===== src/rtl/psum_accum_buffer_pkg.sv =====
// Shared types and helpers for the partial-sum accumulation buffer.
package psum_accum_buffer_pkg;

    typedef enum logic [1:0] {
        ST_IDLE  = 2'd0,
        ST_ACCUM = 2'd1,
        ST_DRAIN = 2'd2
    } state_e;

    localparam int DEF_ACC_WIDTH = 24;
    localparam int DEF_DEPTH     = 16;

    // Widest accumulator the saturating adder supports; ACC_WIDTH must stay below this.
    localparam int SAT_W = 32;

    typedef struct packed {
        logic             sat;
        logic [SAT_W-1:0] sum;
    } sat_sum_t;

    function automatic sat_sum_t sat_add(input logic [SAT_W-1:0] a,
                                         input logic [SAT_W-1:0] b,
                                         input logic [SAT_W-1:0] lim);
        logic [SAT_W:0] s;
        sat_sum_t       r;
        s = {1'b0, a} + {1'b0, b};
        if (s > {1'b0, lim}) begin
            r.sat = 1'b1;
            r.sum = lim;
        end else begin
            r.sat = 1'b0;
            r.sum = s[SAT_W-1:0];
        end
        return r;
    endfunction

endpackage


===== src/rtl/psum_accum_buffer_if.sv =====
// Partial-sum input stream and accumulated-result output stream.
interface psum_accum_buffer_if
    import psum_accum_buffer_pkg::*;
#(
    parameter int WIDTH     = 8,
    parameter int ACC_WIDTH = DEF_ACC_WIDTH
);
    logic [2*WIDTH-1:0]   in_psum;
    logic                 in_psum_vld;
    logic [ACC_WIDTH-1:0] out_data;
    logic                 out_vld;
    logic                 out_rdy;

    modport master (
        output in_psum, in_psum_vld, out_rdy,
        input  out_data, out_vld
    );

    modport slave (
        input  in_psum, in_psum_vld, out_rdy,
        output out_data, out_vld
    );
endinterface


===== src/rtl/psum_accum_buffer_ram.sv =====
// DEPTH x ACC_WIDTH register array: one write port, two asynchronous read ports.
module psum_buf_ram #(
    parameter int ACC_WIDTH = 24,
    parameter int DEPTH     = 16,
    parameter int AW        = $clog2(DEPTH)
) (
    input  logic                 clk,
    input  logic                 we_i,
    input  logic [AW-1:0]        waddr_i,
    input  logic [ACC_WIDTH-1:0] wdata_i,
    input  logic [AW-1:0]        raddr_a_i,
    output logic [ACC_WIDTH-1:0] rdata_a_o,
    input  logic [AW-1:0]        raddr_b_i,
    output logic [ACC_WIDTH-1:0] rdata_b_o
);
    logic [ACC_WIDTH-1:0] mem_q [DEPTH];

    // No reset: the first pass of every tile overwrites each live entry.
    always_ff @(posedge clk) begin
        if (we_i) begin
            mem_q[waddr_i] <= wdata_i;
        end
    end

    assign rdata_a_o = mem_q[raddr_a_i];
    assign rdata_b_o = mem_q[raddr_b_i];
endmodule


===== src/rtl/psum_accum_buffer.sv =====
// Accumulates PE partial sums per output pixel over several passes, then drains them.
// States: IDLE = wait for start | ACCUM = write/accumulate psums | DRAIN = stream results out
module psum_accum_buffer
    import psum_accum_buffer_pkg::*;
#(
    parameter int WIDTH     = 8,
    parameter int ACC_WIDTH = DEF_ACC_WIDTH,
    parameter int DEPTH     = DEF_DEPTH,
    parameter int LEN_W     = 5,
    parameter int PASS_W    = 4
) (
    input  logic              clk,
    input  logic              rst,
    input  logic              start_i,
    input  logic [LEN_W-1:0]  cfg_len_i,
    input  logic [PASS_W-1:0] cfg_passes_i,
    psum_accum_buffer_if.slave bus,
    output logic              busy_o,
    output logic              done_o,
    output logic              sat_o,
    output logic              drop_o
);
    localparam int AW = $clog2(DEPTH);
    localparam logic [LEN_W-1:0]  LEN_ONE   = LEN_W'(1);
    localparam logic [PASS_W-1:0] PASS_ONE  = PASS_W'(1);
    localparam logic [LEN_W-1:0]  DEPTH_L   = LEN_W'(DEPTH);
    localparam logic [SAT_W-1:0]  ACC_MAX   = SAT_W'({ACC_WIDTH{1'b1}});

    state_e               state_q, state_d;
    logic [LEN_W-1:0]     pix_q, pix_d;
    logic [PASS_W-1:0]    pass_q, pass_d;
    logic [LEN_W-1:0]     rd_q, rd_d;
    logic [LEN_W-1:0]     len_q, len_d;
    logic [PASS_W-1:0]    passes_q, passes_d;
    logic [ACC_WIDTH-1:0] out_data_q, out_data_d;
    logic                 out_vld_q, out_vld_d;
    logic                 done_q, done_d;
    logic                 sat_q, sat_d;
    logic                 drop_q, drop_d;

    logic [2*WIDTH-1:0]   psum_in;
    logic [LEN_W-1:0]     len_m1;
    logic [PASS_W-1:0]    passes_m1;
    logic [LEN_W-1:0]     rd_next;
    logic                 drain_adv;
    logic                 wr_en;
    logic [ACC_WIDTH-1:0] wr_data;
    logic [ACC_WIDTH-1:0] rdata_a;
    logic [ACC_WIDTH-1:0] rdata_b;
    logic [AW-1:0]        raddr_b;
    sat_sum_t             acc_res;
    logic                 unused_hi;
    logic                 cfg_bad;

    assign psum_in   = bus.in_psum;
    assign len_m1    = len_q - LEN_ONE;
    assign passes_m1 = passes_q - PASS_ONE;
    assign rd_next   = rd_q + LEN_ONE;
    assign cfg_bad   = (cfg_len_i == '0) || (cfg_len_i > DEPTH_L) || (cfg_passes_i == '0);

    // Drain read port looks one entry ahead on a handshake so results stream at 1/cycle.
    assign drain_adv = (state_q == ST_DRAIN) && out_vld_q && bus.out_rdy && (rd_q != len_m1);
    assign raddr_b   = drain_adv ? rd_next[AW-1:0] : rd_q[AW-1:0];

    assign acc_res   = sat_add(SAT_W'(rdata_a), SAT_W'(psum_in), ACC_MAX);
    assign unused_hi = ^acc_res.sum[SAT_W-1:ACC_WIDTH];
    assign wr_en     = (state_q == ST_ACCUM) && bus.in_psum_vld;
    assign wr_data   = (pass_q == '0) ? ACC_WIDTH'(psum_in) : acc_res.sum[ACC_WIDTH-1:0];

    psum_buf_ram #(
        .ACC_WIDTH (ACC_WIDTH),
        .DEPTH     (DEPTH),
        .AW        (AW)
    ) u_ram (
        .clk       (clk),
        .we_i      (wr_en),
        .waddr_i   (pix_q[AW-1:0]),
        .wdata_i   (wr_data),
        .raddr_a_i (pix_q[AW-1:0]),
        .rdata_a_o (rdata_a),
        .raddr_b_i (raddr_b),
        .rdata_b_o (rdata_b)
    );

    always_ff @(posedge clk or posedge rst) begin
        if (rst) begin
            state_q    <= ST_IDLE;
            pix_q      <= '0;
            pass_q     <= '0;
            rd_q       <= '0;
            len_q      <= '0;
            passes_q   <= '0;
            out_data_q <= '0;
            out_vld_q  <= 1'b0;
            done_q     <= 1'b0;
            sat_q      <= 1'b0;
            drop_q     <= 1'b0;
        end else begin
            state_q    <= state_d;
            pix_q      <= pix_d;
            pass_q     <= pass_d;
            rd_q       <= rd_d;
            len_q      <= len_d;
            passes_q   <= passes_d;
            out_data_q <= out_data_d;
            out_vld_q  <= out_vld_d;
            done_q     <= done_d;
            sat_q      <= sat_d;
            drop_q     <= drop_d;
        end
    end

    always_comb begin
        state_d    = state_q;
        pix_d      = pix_q;
        pass_d     = pass_q;
        rd_d       = rd_q;
        len_d      = len_q;
        passes_d   = passes_q;
        out_data_d = out_data_q;
        out_vld_d  = out_vld_q;
        done_d     = 1'b0;
        sat_d      = sat_q;
        drop_d     = drop_q;

        unique case (state_q)
            ST_IDLE: begin
                if (bus.in_psum_vld) begin
                    drop_d = 1'b1;
                end
                if (start_i) begin
                    len_d    = cfg_len_i;
                    passes_d = cfg_passes_i;
                    sat_d    = 1'b0;
                    drop_d   = 1'b0;
                    if (cfg_bad) begin
                        done_d = 1'b1;
                    end else begin
                        state_d = ST_ACCUM;
                        pix_d   = '0;
                        pass_d  = '0;
                    end
                end
            end

            ST_ACCUM: begin
                if (bus.in_psum_vld) begin
                    if ((pass_q != '0) && acc_res.sat) begin
                        sat_d = 1'b1;
                    end
                    if (pix_q == len_m1) begin
                        pix_d  = '0;
                        pass_d = pass_q + PASS_ONE;
                        if (pass_q == passes_m1) begin
                            state_d   = ST_DRAIN;
                            rd_d      = '0;
                            out_vld_d = 1'b0;
                        end
                    end else begin
                        pix_d = pix_q + LEN_ONE;
                    end
                end
            end

            ST_DRAIN: begin
                if (bus.in_psum_vld) begin
                    drop_d = 1'b1;
                end
                if (!out_vld_q) begin
                    out_vld_d  = 1'b1;
                    out_data_d = rdata_b;
                end else if (bus.out_rdy) begin
                    if (rd_q == len_m1) begin
                        out_vld_d = 1'b0;
                        done_d    = 1'b1;
                        state_d   = ST_IDLE;
                    end else begin
                        rd_d       = rd_next;
                        out_data_d = rdata_b;
                    end
                end
            end

            default: begin
                state_d = ST_IDLE;
            end
        endcase
    end

    assign bus.out_data = out_data_q;
    assign bus.out_vld  = out_vld_q;
    assign busy_o       = (state_q != ST_IDLE);
    assign done_o       = done_q;
    assign sat_o        = sat_q;
    assign drop_o       = drop_q;
endmodule

===== src/flat_wrapper.sv =====
// flat-port wrapper written by rule: the top's interface ports become plain ports
module psum_accum_buffer_flat import psum_accum_buffer_pkg::*;
#(
    parameter int WIDTH     = 8,
    parameter int ACC_WIDTH = DEF_ACC_WIDTH,
    parameter int DEPTH     = DEF_DEPTH,
    parameter int LEN_W     = 5,
    parameter int PASS_W    = 4
)
  (clk, rst, start_i, cfg_len_i, cfg_passes_i, busy_o, done_o, sat_o, drop_o, bus_in_psum, bus_in_psum_vld, bus_out_rdy, bus_out_data, bus_out_vld);
  psum_accum_buffer_if #(.WIDTH(WIDTH), .ACC_WIDTH(ACC_WIDTH)) bus_i ();
  input  logic clk;
  input  logic rst;
  input  logic start_i;
  input  logic [LEN_W-1:0] cfg_len_i;
  input  logic [PASS_W-1:0] cfg_passes_i;
  output logic busy_o;
  output logic done_o;
  output logic sat_o;
  output logic drop_o;
  input wire logic [$bits(bus_i.in_psum)-1:0] bus_in_psum;
  input wire logic [$bits(bus_i.in_psum_vld)-1:0] bus_in_psum_vld;
  input wire logic [$bits(bus_i.out_rdy)-1:0] bus_out_rdy;
  output wire logic [$bits(bus_i.out_data)-1:0] bus_out_data;
  output wire logic [$bits(bus_i.out_vld)-1:0] bus_out_vld;
  assign bus_i.in_psum = bus_in_psum;
  assign bus_i.in_psum_vld = bus_in_psum_vld;
  assign bus_i.out_rdy = bus_out_rdy;
  assign bus_out_data = bus_i.out_data;
  assign bus_out_vld = bus_i.out_vld;
  psum_accum_buffer #(.WIDTH(WIDTH), .ACC_WIDTH(ACC_WIDTH), .DEPTH(DEPTH), .LEN_W(LEN_W), .PASS_W(PASS_W)) u_core (.clk(clk), .rst(rst), .start_i(start_i), .cfg_len_i(cfg_len_i), .cfg_passes_i(cfg_passes_i), .bus(bus_i), .busy_o(busy_o), .done_o(done_o), .sat_o(sat_o), .drop_o(drop_o));
endmodule

===== config.mk =====
export PLATFORM = sky130hd
export DESIGN_NAME = psum_accum_buffer_flat
export DESIGN_NICKNAME = d
export VERILOG_FILES = /design/src/rtl/psum_accum_buffer_pkg.sv /design/src/rtl/psum_accum_buffer_if.sv /design/src/rtl/psum_accum_buffer_ram.sv /design/src/rtl/psum_accum_buffer.sv /design/src/flat_wrapper.sv
export SDC_FILE = /design/constraint.sdc
export NUM_CORES = 1
export LEC_CHECK = 0
export BUFFER_PORTS_ARGS = -buffer_cell sky130_fd_sc_hd__buf_2
export CAP_MARGIN = 20
export CORE_MARGIN = 5
export CORE_UTILIZATION = 50
export CTS_CLUSTER_DIAMETER = 100
export DETAILED_ROUTE_END_ITERATION = 16
export GPL_TIMING_DRIVEN = 0
export PLACE_DENSITY = 0.69
export SYNTH_ARGS = -nofsm -noshare
export SYNTH_HDL_FRONTEND = slang
export SYNTH_HIERARCHICAL = 1
export SYNTH_SLANG_ARGS = --single-unit

===== constraint.sdc =====
create_clock -name clk -period 4.2 [get_ports clk]
set_input_delay 0.42 -clock clk [delete_from_list [all_inputs] [get_ports clk]]
set_output_delay 0.42 -clock clk [all_outputs]
set_load 0.1 [all_outputs]

After elaboration in Yosys (flattened, before gate mapping)
Memory sizes are Yosys's and may differ from the RTL's.
Cells that the tools add are included.
Operators by class
  add/subtract/negate cells: 6
  magnitude comparators: 2
  equal/unequal tests: 18
  multiplexer cells: 54
  reductions and logical operators: 24
Operator list (number)
  $mux 24: 4
  $mux 5: 10
  $gt 33x24->1 const B: 1
  $mux 33: 1
  $add 24x16->25: 1
  $ne 2x2->1 const B: 11
  $mux 4: 5
  $pmux 5 s2: 2
  $mux 1: 18
  $mux 2: 8
  $reduce_and 4->1: 3
  $add 5x1->5 const B: 2
  $eq 5x5->1: 2
  $logic_not 4->1: 2
  $pmux 1 s2: 4
  $pmux 4 s2: 1
  $reduce_and 8->1: 1
  $reduce_bool 2->1: 4
  $reduce_and 7->1: 1
  $pmux 2 s3: 1
  $gt 5x5->1 const B: 1
  $logic_and 1x1->1: 5
  $logic_not 5->1: 1
  $ne 5x5->1: 1
  13 further kinds: 14
Storage, ports and cells
  flip-flop bits (word level): 53
  memory bits (writable): 384
  output and inout bits: 29
  memories: 1
Memories
  u_core.u_ram.mem_q: words 16, bits a word 24, rd ports 2, clocked after memory_dff 0, write ports 1, line psum_accum_buffer_ram.sv:16  | logic [ACC_WIDTH-1:0] mem_q [DEPTH];

Depth between registers and ports, before layout
Gate-level depths: netlist of run 1.
An unclocked memory read counts as a cell.
  depth after elaboration: 9
  mapped depth: 16
  gate-level depth less buffers: 12

Cells and area by module
Netlist of run 1, hierarchy kept.
Modules (own cells, without submodules)
  psum_buf_ram: times used 1, cells an instance 817, area an instance 17259.1 um2
  psum_accum_buffer: times used 1, cells an instance 409, area an instance 3875.0 um2

Worst setup path after synthesis of run 1
Ideal clock, no wire load.
  path type: reg2reg
  start point: register u_core.pix_q[0]
  end point: memory u_core.u_ram.mem_q[0][20], data pin
  setup time: 0.352 ns
  arrival: 4.193 ns
  required time: 3.848 ns
  slack: -0.345 ns
  cell stages (with the launch flop): 13
  buffers on the path: 2
  clock period less this slack: 4.545 ns
  cells stage by stage: dfrtp_1 clkbuf_1 buf_2 mux4_2 a22oi_1 nand2_1 ha_1 nand4_2 a2111o_1 o221a_2 a21oi_1 a31oi_1 a311oi_1
Between the ends
  longest elaborated chain between the ends: 5
Ends and longest elaborated chain
  from (decl): line psum_accum_buffer.sv:30  | logic [LEN_W-1:0] pix_q, pix_d;
  from (signal assigned): line psum_accum_buffer.sv:100  | pix_q <= pix_d;
  $mem_v2 16x24 (*)
  via u_core.rdata_a[7]: line psum_accum_buffer.sv:48  | logic [ACC_WIDTH-1:0] rdata_a;
  $add 24x16->25 (*): line psum_accum_buffer_pkg.sv:26  | s = {1'b0, a} + {1'b0, b};
  $gt 33x24->1: line psum_accum_buffer_pkg.sv:27  | if (s > {1'b0, lim}) begin
  $mux 33 (*): line psum_accum_buffer_pkg.sv:27
  $mux 24 (*): line psum_accum_buffer.sv:68  | assign wr_data = (pass_q == '0) ? ACC_WIDTH'(psum_in) : acc_res.sum[ACC_WIDTH-1:0];
  via u_core.wr_data[20]: line psum_accum_buffer.sv:47  | logic [ACC_WIDTH-1:0] wr_data;
  to (decl): line psum_accum_buffer_ram.sv:16
The timed path passes the listed nets; every way through them passes the cells marked *.

Worst setup path in the final report of run 1
  start point: register u_core.pix_q[0]
  end point: memory u_core.u_ram.mem_q[13][17], data pin
The elaborated chain is that of the path after synthesis.

==> results of run 1 <==
[state kept, by name, indices dropped and copies added, names as in the netlist]
name                 cells
u_core/bus.out_data     24
u_core/bus.out_vld       1
u_core/done_o            1
u_core/drop_o            1
u_core/len_q             5
u_core/pass_q            4
u_core/passes_q          4
u_core/pix_q             5
u_core/rd_q              5
u_core/sat_o             1
u_core/state_q           2
u_core/u_ram/mem_q     384
[layout by cell type (no fill, tap or decap), types with 7 or more instances in the layout]
cell type | Yosys | final
a21o_1 | 11 | 11
a21oi_1 | 19 | 16
a22oi_1 | 98 | 87
a22oi_2 | 0 | 11
a31oi_4 | 0 | 12
buf_12 | 0 | 24
buf_16 | 0 | 9
buf_2 | 22 | 66
buf_4 | 1 | 37
buf_6 | 13 | 21
clkbuf_1 | 44 | 30
clkbuf_16 | 0 | 50
clkbuf_2 | 0 | 16
clkbuf_8 | 0 | 7
clkinv_2 | 0 | 7
dfrtp_1 | 53 | 50
edfxtp_1 | 384 | 384
ha_1 | 22 | 13
ha_4 | 0 | 8
inv_1 | 18 | 16
mux2_2 | 31 | 31
mux4_2 | 192 | 192
nand2_1 | 77 | 70
nand2_2 | 0 | 7
nand3_1 | 9 | 8
nand4_1 | 8 | 8
nor2_1 | 54 | 41
nor2_4 | 0 | 12
nor3_1 | 11 | 7
o21a_1 | 7 | 7
o21ai_0 | 18 | 17
xnor2_1 | 23 | 23
xor2_1 | 14 | 14
[report_power, final]
part           leakage (nW)  total [mW]  switching, mW  internal, mW
sequential             4.16        8.28          0.393          7.88
combinational          3.74        11.1           6.22          4.91
clock                 0.790        4.30           1.69          2.61
[final timing paths]
| check | start | to | slack [ns] | depth (start not counted) |
|---|---|---|---|---|
| min in group clk | cfg_passes_i[0] | u_core/passes_q[0]$_DFFE_PP0P_ | 0.07 | 3 |
| max in group asynchronous | rst | u_core/pix_q[1]$_DFFE_PP0P_ | 3.59 | 2 |
| max reg2reg | u_core/pix_q[0]$_DFFE_PP0P_ | u_core/u_ram/mem_q[13][17]$_DFFE_PP_ | 0.002 | 15 |
| min reg2reg | u_core/sat_o$_DFFE_PP0P_ | u_core/sat_o$_DFFE_PP0P_ | 0.49 | 1 |
| min | rst | u_core/bus.out_data[4]$_DFFE_PP0P_ | -0.01 | 2 |
| max | u_core/pix_q[0]$_DFFE_PP0P_ | u_core/u_ram/mem_q[13][17]$_DFFE_PP_ | 0.002 | 15 |
[worst max-delay path, stage by stage (launching register included)]
cell and delay [ns]:
dfrtp_4 0.57, buf_12 0.19, buf_16 0.15, mux4_2 0.34
a22oi_2 0.06, nand2_2 0.12, ha_4 0.17, inv_2 0.04
fa_2 0.37, nand2b_4 0.16, a2111o_1 0.40, o221a_4 0.33
a211o_4 0.37, buf_12 0.15, o211ai_1 0.21, o311a_4 0.36
[metrics by stage]
stage,setup slack [ns],utilization,TNS [ns]
2_1_floorplan,-0.0762,-,-3.17
3_3_place_gp,-1.82,0.532,-564.70
3_5_place_dp,-1.53,0.545,-465.94
4_1_cts,0.00608,0.601,0
5_1_grt,-0.0503,0.609,-0.631
6_report,0.00244,0.609,0
[final cells by class]
type / instances / area share
clock inverters: 21 / 0.0104
flip-flops and latches: 437 / 0.505
inverters: 18 / 0.00275
clock buffers: 65 / 0.0528
well taps: 539 / 0.0265
repair buffers: 125 / 0.0487
plain buffers: 77 / 0.0231
multi-input cells: 692 / 0.331
[routing by layer]
layer	global-route usage	wire length, um
met5	0	13
met4	0.0900	1970
met3	0.0568	5990
met2	0.413	29100
met1	0.342	22100
[cell families after synthesis]
family,after synthesis
AO/OA/AOI/OAI,208
AND/OR/NAND/NOR,194
XOR/XNOR,39
buffers and inverters,98
multiplexers,227
adder cells (fa/ha/maj),23
flip-flops,437
[synthesized netlist by cell type, types with 3 or more instances]
library cell | count | area [um^2]
a21oi_1 | 19 | 95.1
a211o_1 | 3 | 26.3
o21a_1 | 7 | 52.6
clkbuf_1 | 44 | 165
nor2_1 | 54 | 203
a22oi_1 | 98 | 736
o211ai_1 | 5 | 37.5
nand2_1 | 77 | 289
buf_6 | 13 | 146
nor3b_1 | 3 | 22.5
a31oi_1 | 18 | 113
mux2_2 | 31 | 349
a21o_1 | 11 | 82.6
nor2b_1 | 5 | 31.3
dfrtp_1 | 53 | 1330
buf_2 | 22 | 110
xnor2_1 | 23 | 201
mux2i_1 | 4 | 40.0
and2_1 | 4 | 25.0
and3_1 | 3 | 18.8
nand4_1 | 8 | 50.1
nor3_1 | 11 | 55.1
nand2b_1 | 5 | 31.3
o22a_1 | 6 | 52.6
edfxtp_1 | 384 | 11500
inv_1 | 18 | 67.6
or2_2 | 3 | 18.8
o21ai_0 | 18 | 90.1
xor2_1 | 14 | 123
ha_1 | 22 | 275
mux4_2 | 192 | 4320
nand3_1 | 9 | 45.0
[what timing repair did]
action | 4_1_cts | 5_1_grt
resized for setup | 82 | 55
setup buffers | 23 | 17
pin swaps | 20 | 13
cloned | 1 | 1
setup endpoints to repair | 409 | 216
==> metrics.txt, run 1 <==
critical path class=reg -> reg; Worst Hold Slack=-0.00960 ns; Routability Congestion=0.867; number of core rows=75; status=complete, but fails checks; FF/Latch Area=12900 um^2; Routed Antenna Nets=0; synthesized cell area=21100 um^2; Root Buffer=clkbuf_16; initial antenna violation count=1; Buffers on Ports=58; Slew headroom=0.315; clock skew=0.0189 ns; total power=23.7 mW; FF+latch count, synth=437; Layout Cells excl Fill=1974; Top Ports=59; Max Transition Viols Final=0; All-Layer GR Usage=0.254; starting density of the core=0.505; GRT overflow=0; Power Density=930 nW/um^2; Clk Latency, worst-skew pair=0.59 ns; number of enable flip-flop cells after synthesis=384; CTS tree=done; hold crit path type=in -> async; worst slew pin tran=1.02 ns; clock slew at reported path FFs=0.06 ns; number of global-route vias before repair=13600; violated checks=hold timing; H-tree depth=2; die width=216 um; sequential fraction of the synthesis area=0.608; CP required=4.62 ns; Unique masters post-synth=66; routed vias/inst=6.69; vias=13200; antenna cell count=0; Finished Cell Area=25500 um^2; area grow syn2layout=20.6%; syn_area_per_cell=17.2 um^2; fin crit period=4.20 ns; maxcap violations=0; RSZ-0062 raised after global routing=yes; Crit. End Element=flop; Post-synth ARST share=0.121; die height=216 um; CTS Buffer Depth=3; Data arrival, critical path=4.61 ns; DRC Markers=0; area of the multi-input gates=8440 um^2; top_reg_cell synth=edfxtp_1; Adder-Cell Fraction of Synth Area=0.0140; Compound-Gate Fraction of Synth Area=0.0715; share of cells above drive strength 1=0.399; core area=41900 um^2; mux share of post-synthesis cell area=0.223; wire per inst=30.0 um; leakage power=8.69 nW; Max Fanout on Critical Path=8; nets@finish=1450; first-pass GRT wire length=87200 um; final count of hold timing violations=2; Placed Area=22800 um^2; Final setup viols=0; Cells after Synth=1226; CTS Sinks=437; Hold Buf Count CTS=0; Peak VDD IR=0.707 mV; largest net degree at the start of global routing=54; main combinational cell family by area after synthesis=multiplexers; final WL=59200 um; Post-DP HPWL=38500 um; drt initial violations=1623; Mapped Nets=1279; period utilisation layout=0.999; CP startpoint kind=flop; maximum clock frequency=238 MHz; die area=46500 um^2; clock buffer count from CTS=46; Synth Area in Simple Gates=0.0422; # fillers=2926; Ys Warns=6; Post-Synth XOR/XNOR Area=0.0175; Placed Instances=1848; Pre-Repair DR Iteration Count=6
(Power assumes the default switching activity.)
==> inputs of run 2 (changes only) <==
--- a/config.mk
+++ b/config.mk
@@ -8,11 +8,11 @@
 export BUFFER_PORTS_ARGS = -buffer_cell sky130_fd_sc_hd__buf_2
 export CAP_MARGIN = 20
 export CORE_MARGIN = 5
-export CORE_UTILIZATION = 50
+export CORE_UTILIZATION = 45
 export CTS_CLUSTER_DIAMETER = 100
 export DETAILED_ROUTE_END_ITERATION = 16
 export GPL_TIMING_DRIVEN = 0
-export PLACE_DENSITY = 0.69
+export PLACE_DENSITY = 0.63
 export SYNTH_ARGS = -nofsm -noshare
 export SYNTH_HDL_FRONTEND = slang
 export SYNTH_HIERARCHICAL = 1
==> metrics.txt, run 2 (same netlist as run 1, synthesis figures left out) <==
number of core rows=79; clock skew=0.0241 ns; origin of the worst setup path=u_core/pix_q[0]$_DFFE_PP0P_; Routed Antenna Nets=0; Placed Instances=1916; CTS tree=done; Top Ports=59; starting density of the core=0.455; clock buffer count from CTS=48; worst-path cell chain=buf_12 -> buf_12 -> mux4_2 -> a22oi_1 -> nand2_1 -> ha_2 -> inv_2 -> fa_2 -> nand2b_4 -> a2111o_1 -> o221a_4 -> o21ba_4 -> or4_4 -> a41oi_4 -> clkbuf_16; commonest cells after routing, fill and taps aside=384 x edfxtp_1, 192 x mux4_2, 89 x a22oi_1; GRT overflow=0; Post-DP HPWL=39900 um; Crit. End Element=flop; Clk Latency, worst-skew pair=0.60 ns; Max Fanout on Critical Path=10; final count of hold timing violations=10; Fin Setup TNS=0 ns; RSZ-0062 raised after global routing=yes; routed vias/inst=6.39; antenna cell count=0; Hold Buf Count CTS=0; Max stage delay on crit path=0.56 ns; Layout Cells excl Fill=2051; slowest CP cell=dfrtp_4; number of global-route vias before repair=13600; Reg2Reg Setup Slack=0.003 ns; Peak VDD IR=0.589 mV; die area=51400 um^2; H-tree depth=2; most common cell after layout, fill and taps aside=edfxtp_1; maximum clock frequency=238 MHz; hold crit path type=in -> async; drt initial violations=1468; CP dominant cell by count=buf_12; first-pass GRT wire length=88600 um; die height=227 um; post-route setup slack=0.00275 ns; period utilisation layout=0.999; CTS Buffer Depth=3; CP required=4.66 ns; violated checks=hold timing; met1 WL=24000 um; critical path class=reg -> reg; Power Density=930 nW/um^2; area grow syn2layout=21.1%; clock slew at reported path FFs=0.06 ns; WL met2=28800 um; All-Layer GR Usage=0.235; Max Transition Viols Final=0; maxcap violations=0; Final setup viols=0; Top Metal Used=met4; Worst Hold Slack=-0.0168 ns; Pre-Repair DR Iteration Count=5; Data arrival, critical path=4.65 ns; vias=13100; worst slew pin tran=1.08 ns; Setup WS pre-CTS=-1.56 ns; leakage power=8.66 nW; Buffers on Ports=58; CP startpoint kind=flop; R2R Path End=u_core/u_ram/mem_q[12][22]$_DFFE_PP_; share of cells above drive strength 1=0.391; wire per inst=29.0 um; initial antenna violation count=0; CTS Sinks=437; met3 wire length=4700 um; final WL=59500 um; fin crit period=4.20 ns; Top reg by flops=u_core/u_ram/mem_q; largest net degree at the start of global routing=54; DRC Markers=0; max FFs per register=384; status=complete, but fails checks; nets@finish=1459; r2r startpoint=u_core/pix_q[0]$_DFFE_PP0P_; Root Buffer=clkbuf_16; core area=46500 um^2; die width=227 um; Routability Congestion=0.848; worst r2r path cells=15; Slew headroom=0.283
-- run 2: through the flow --
step | hold WS (ns) | utilization | instance area [um^2] | power (mW)
2_1_floorplan | 0.502 | - | 21300 | 14.3
3_3_place_gp | 0.469 | 0.481 | 22400 | 16.6
3_5_place_dp | 0.476 | 0.493 | 22900 | 17.1
4_1_cts | 0.0205 | 0.544 | 25300 | 23.4
5_1_grt | 0.0596 | 0.551 | 25600 | 24.9
6_report | -0.0168 | 0.551 | 25600 | 23.8
-- run 2: report_power, final --
| part | switching (mW) | internal, mW | total [mW] | leakage, nW |
|---|---|---|---|---|
| registers | 0.390 | 7.88 | 8.27 | 4.16 |
| logic | 6.33 | 5.10 | 11.4 | 3.79 |
| clock network | 1.71 | 2.39 | 4.10 | 0.718 |
-- run 2: cell type report --
cell class,count,area [um^2]
plain buffers,78,578
clock buffers,64,1280
clock inverters,24,220
fillers,3631,20900
inverters,18,70.1
multi-input cells,698,8540
flip-flops and latches,437,12900
well taps,607,759
repair buffers,125,1280
-- run 2: timing repair --
action	CTS	global route
setup endpoints to repair	400	267
resized for setup	99	37
pin swaps	24	11
setup buffers	22	18
hold endpoints to repair	0	0
gates cloned	7	1
-- run 2: worst max path at each step --
stage	endpoint	slack, ns	cells past startpoint
2_1_floorplan	u_core/u_ram/mem_q[0][2]$_DFFE_PP_	-0.08	13
3_3_place_gp	u_core/u_ram/mem_q[0][10]$_DFFE_PP_	-1.75	6
3_5_place_dp	u_core/u_ram/mem_q[3][2]$_DFFE_PP_	-1.56	13
4_1_cts	u_core/u_ram/mem_q[8][17]$_DFFE_PP_	0.007	15
5_1_grt	u_core/u_ram/mem_q[12][22]$_DFFE_PP_	-0.02	13
6_report	u_core/u_ram/mem_q[12][22]$_DFFE_PP_	0.003	15
-- run 2: worst max-delay path: cells and delay by family, from the launching register on --
family | cells | cell delay, ns
mux | 1 | 0.33
buf+inv | 4 | 0.58
flops | 1 | 0.56
fa+ha+maj | 2 | 0.55
simple gates | 3 | 0.72
compound gates | 5 | 1.30
-- run 2: per-layer routing --
metal | track usage | up-vias
li1 | - | 5504
met1 | 0.331 | 6891
met2 | 0.381 | 604
met3 | 0.0320 | 107
met4 | 0.0809 | 0
met5 | 0 | -
==> inputs of run 3 (changes only) <==
--- a/config.mk
+++ b/config.mk
@@ -11,7 +11,6 @@
 export CORE_UTILIZATION = 45
 export CTS_CLUSTER_DIAMETER = 100
 export DETAILED_ROUTE_END_ITERATION = 16
-export GPL_TIMING_DRIVEN = 0
 export PLACE_DENSITY = 0.63
 export SYNTH_ARGS = -nofsm -noshare
 export SYNTH_HDL_FRONTEND = slang
==> metrics.txt, run 3 (same netlist as run 1, synthesis figures left out) <==
commonest cells after routing, fill and taps aside=384 x edfxtp_1, 192 x mux4_2, 98 x a22oi_1; RSZ-0062 raised after global routing=yes; Root Buffer=clkbuf_16; antenna cell count=0; Placed Instances=1907; met1 Use GR=0.311; Layout Cells excl Fill=2007; initial antenna violation count=0; max FFs per register=384; Placed Area=23100 um^2; Max Transition Viols Final=0; clock buffer count from CTS=46; final count of hold timing violations=0; Routability Congestion=0.833; period utilisation layout=0.969; vias=12500; Routed Antenna Nets=0; CP startpoint kind=flop; Finished Cell Area=24900 um^2; CTS Buffer Depth=3; Final setup viols=0; number of core rows=79; number of global-route vias before repair=12600; GRT overflow=0; Peak VDD IR=0.492 mV; Crit. End Element=flop; die area=51400 um^2; first-pass GRT wire length=81700 um; Worst Hold Slack=0.0628 ns; hold crit path type=in -> reg; Clk Latency, worst-skew pair=0.58 ns; Data arrival, critical path=4.50 ns; CTS tree=done; drt initial violations=1256; Top Ports=59; maxcap violations=0; final WL=55400 um; wire per inst=27.6 um; area grow syn2layout=17.8%; starting density of the core=0.455; met2 Usage GRT=0.354; Slew headroom=0.241; clock skew=0.0174 ns; core area=46500 um^2; leakage power=8.46 nW; status=complete, no violations; worst slew pin tran=1.14 ns; H-tree depth=2; clock slew at reported path FFs=0.06 ns; Pre-Repair DR Iteration Count=5; die height=227 um; Top reg by flops=u_core/u_ram/mem_q; Power Density=920 nW/um^2; largest net degree at the start of global routing=53; Buffers on Ports=58; Max Fanout on Critical Path=16; CP required=4.63 ns; nets@finish=1415; All-Layer GR Usage=0.217; most common cell after layout, fill and taps aside=edfxtp_1; Post-DP HPWL=34000 um; DRC Markers=0; CTS Sinks=437; routed vias/inst=6.22; busiest layer in global routing=met2; die width=227 um; critical path class=reg -> reg; maximum clock frequency=246 MHz; share of cells above drive strength 1=0.366; fin crit period=4.07 ns; met3 GRT Util=0.0416
==> run 3: layout make-up <==
class / count / area, um^2
clock buffer: 76 / 1360
clock inverter: 10 / 129
fill: 3678 / 21600
inverter: 18 / 67.6
multi-input combinational: 691 / 8140
sequential: 437 / 12900
tap: 607 / 759
timing repair buffer: 168 / 1570
==> run 3: per-stage QoR <==
stage	setup TNS [ns]	util	power (mW)	worst slack, ns
global placement	0	0.497	17.9	0.0935
finish	0	0.536	22.9	0.131
CTS	0	0.530	22.2	0.00708
global route	-0.0883	0.536	24.0	-0.00860
detailed placement	0	0.498	18.1	0.0256
floorplan	-3.17	-	14.3	-0.0762
==> run 3: per-layer routing <==
layer	up-vias	share of wire
met5	-	0
met4	0	0.019
met3	73	0.080
met2	465	0.49
met1	6562	0.41
li1	5375	-
==> run 3: final timing paths <==
kind / startpoint / end / slack [ns] / cells past startpoint
worst max-delay path: u_core/pix_q[0]$_DFFE_PP0P_ / u_core/u_ram/mem_q[7][22]$_DFFE_PP_ / 0.13 / 14
worst min-delay path: cfg_passes_i[0] / u_core/passes_q[0]$_DFFE_PP0P_ / 0.06 / 3
worst max register to register: u_core/pix_q[0]$_DFFE_PP0P_ / u_core/u_ram/mem_q[7][22]$_DFFE_PP_ / 0.13 / 14
worst min register to register: u_core/sat_o$_DFFE_PP0P_ / u_core/sat_o$_DFFE_PP0P_ / 0.49 / 1
max in group asynchronous: rst / u_core/bus.out_data[14]$_DFFE_PP0P_ / 2.72 / 4
min in group asynchronous: rst / u_core/passes_q[0]$_DFFE_PP0P_ / 0.52 / 3
==> run 3: power by group <==
part	switching (mW)	internal, mW
clock	1.65	2.39
combinational	5.80	4.81
sequential	0.365	7.88
==> run 3: repair_timing <==
item | 4_1_cts | 5_1_grt
setup endpoints to repair | 0 | 289
resized for setup | 0 | 11
endpoints found under the hold margin | 16 | 0
setup buffers | 0 | 12
hold buffers | 1 | 0
==> run 3: worst max-delay path: stages (launching register included) <==
cell and delay, ns:
dfrtp_4 0.54, buf_4 0.20, mux4_2 0.32, a22oi_1 0.10, nand2_1 0.11, ha_2 0.19, inv_1 0.05, fa_1 0.39
nand2b_1 0.20, a2111o_1 0.39, o221a_2 0.34, o21ba_4 0.26, or4_4 0.43, a41oi_4 0.26, buf_12 0.16
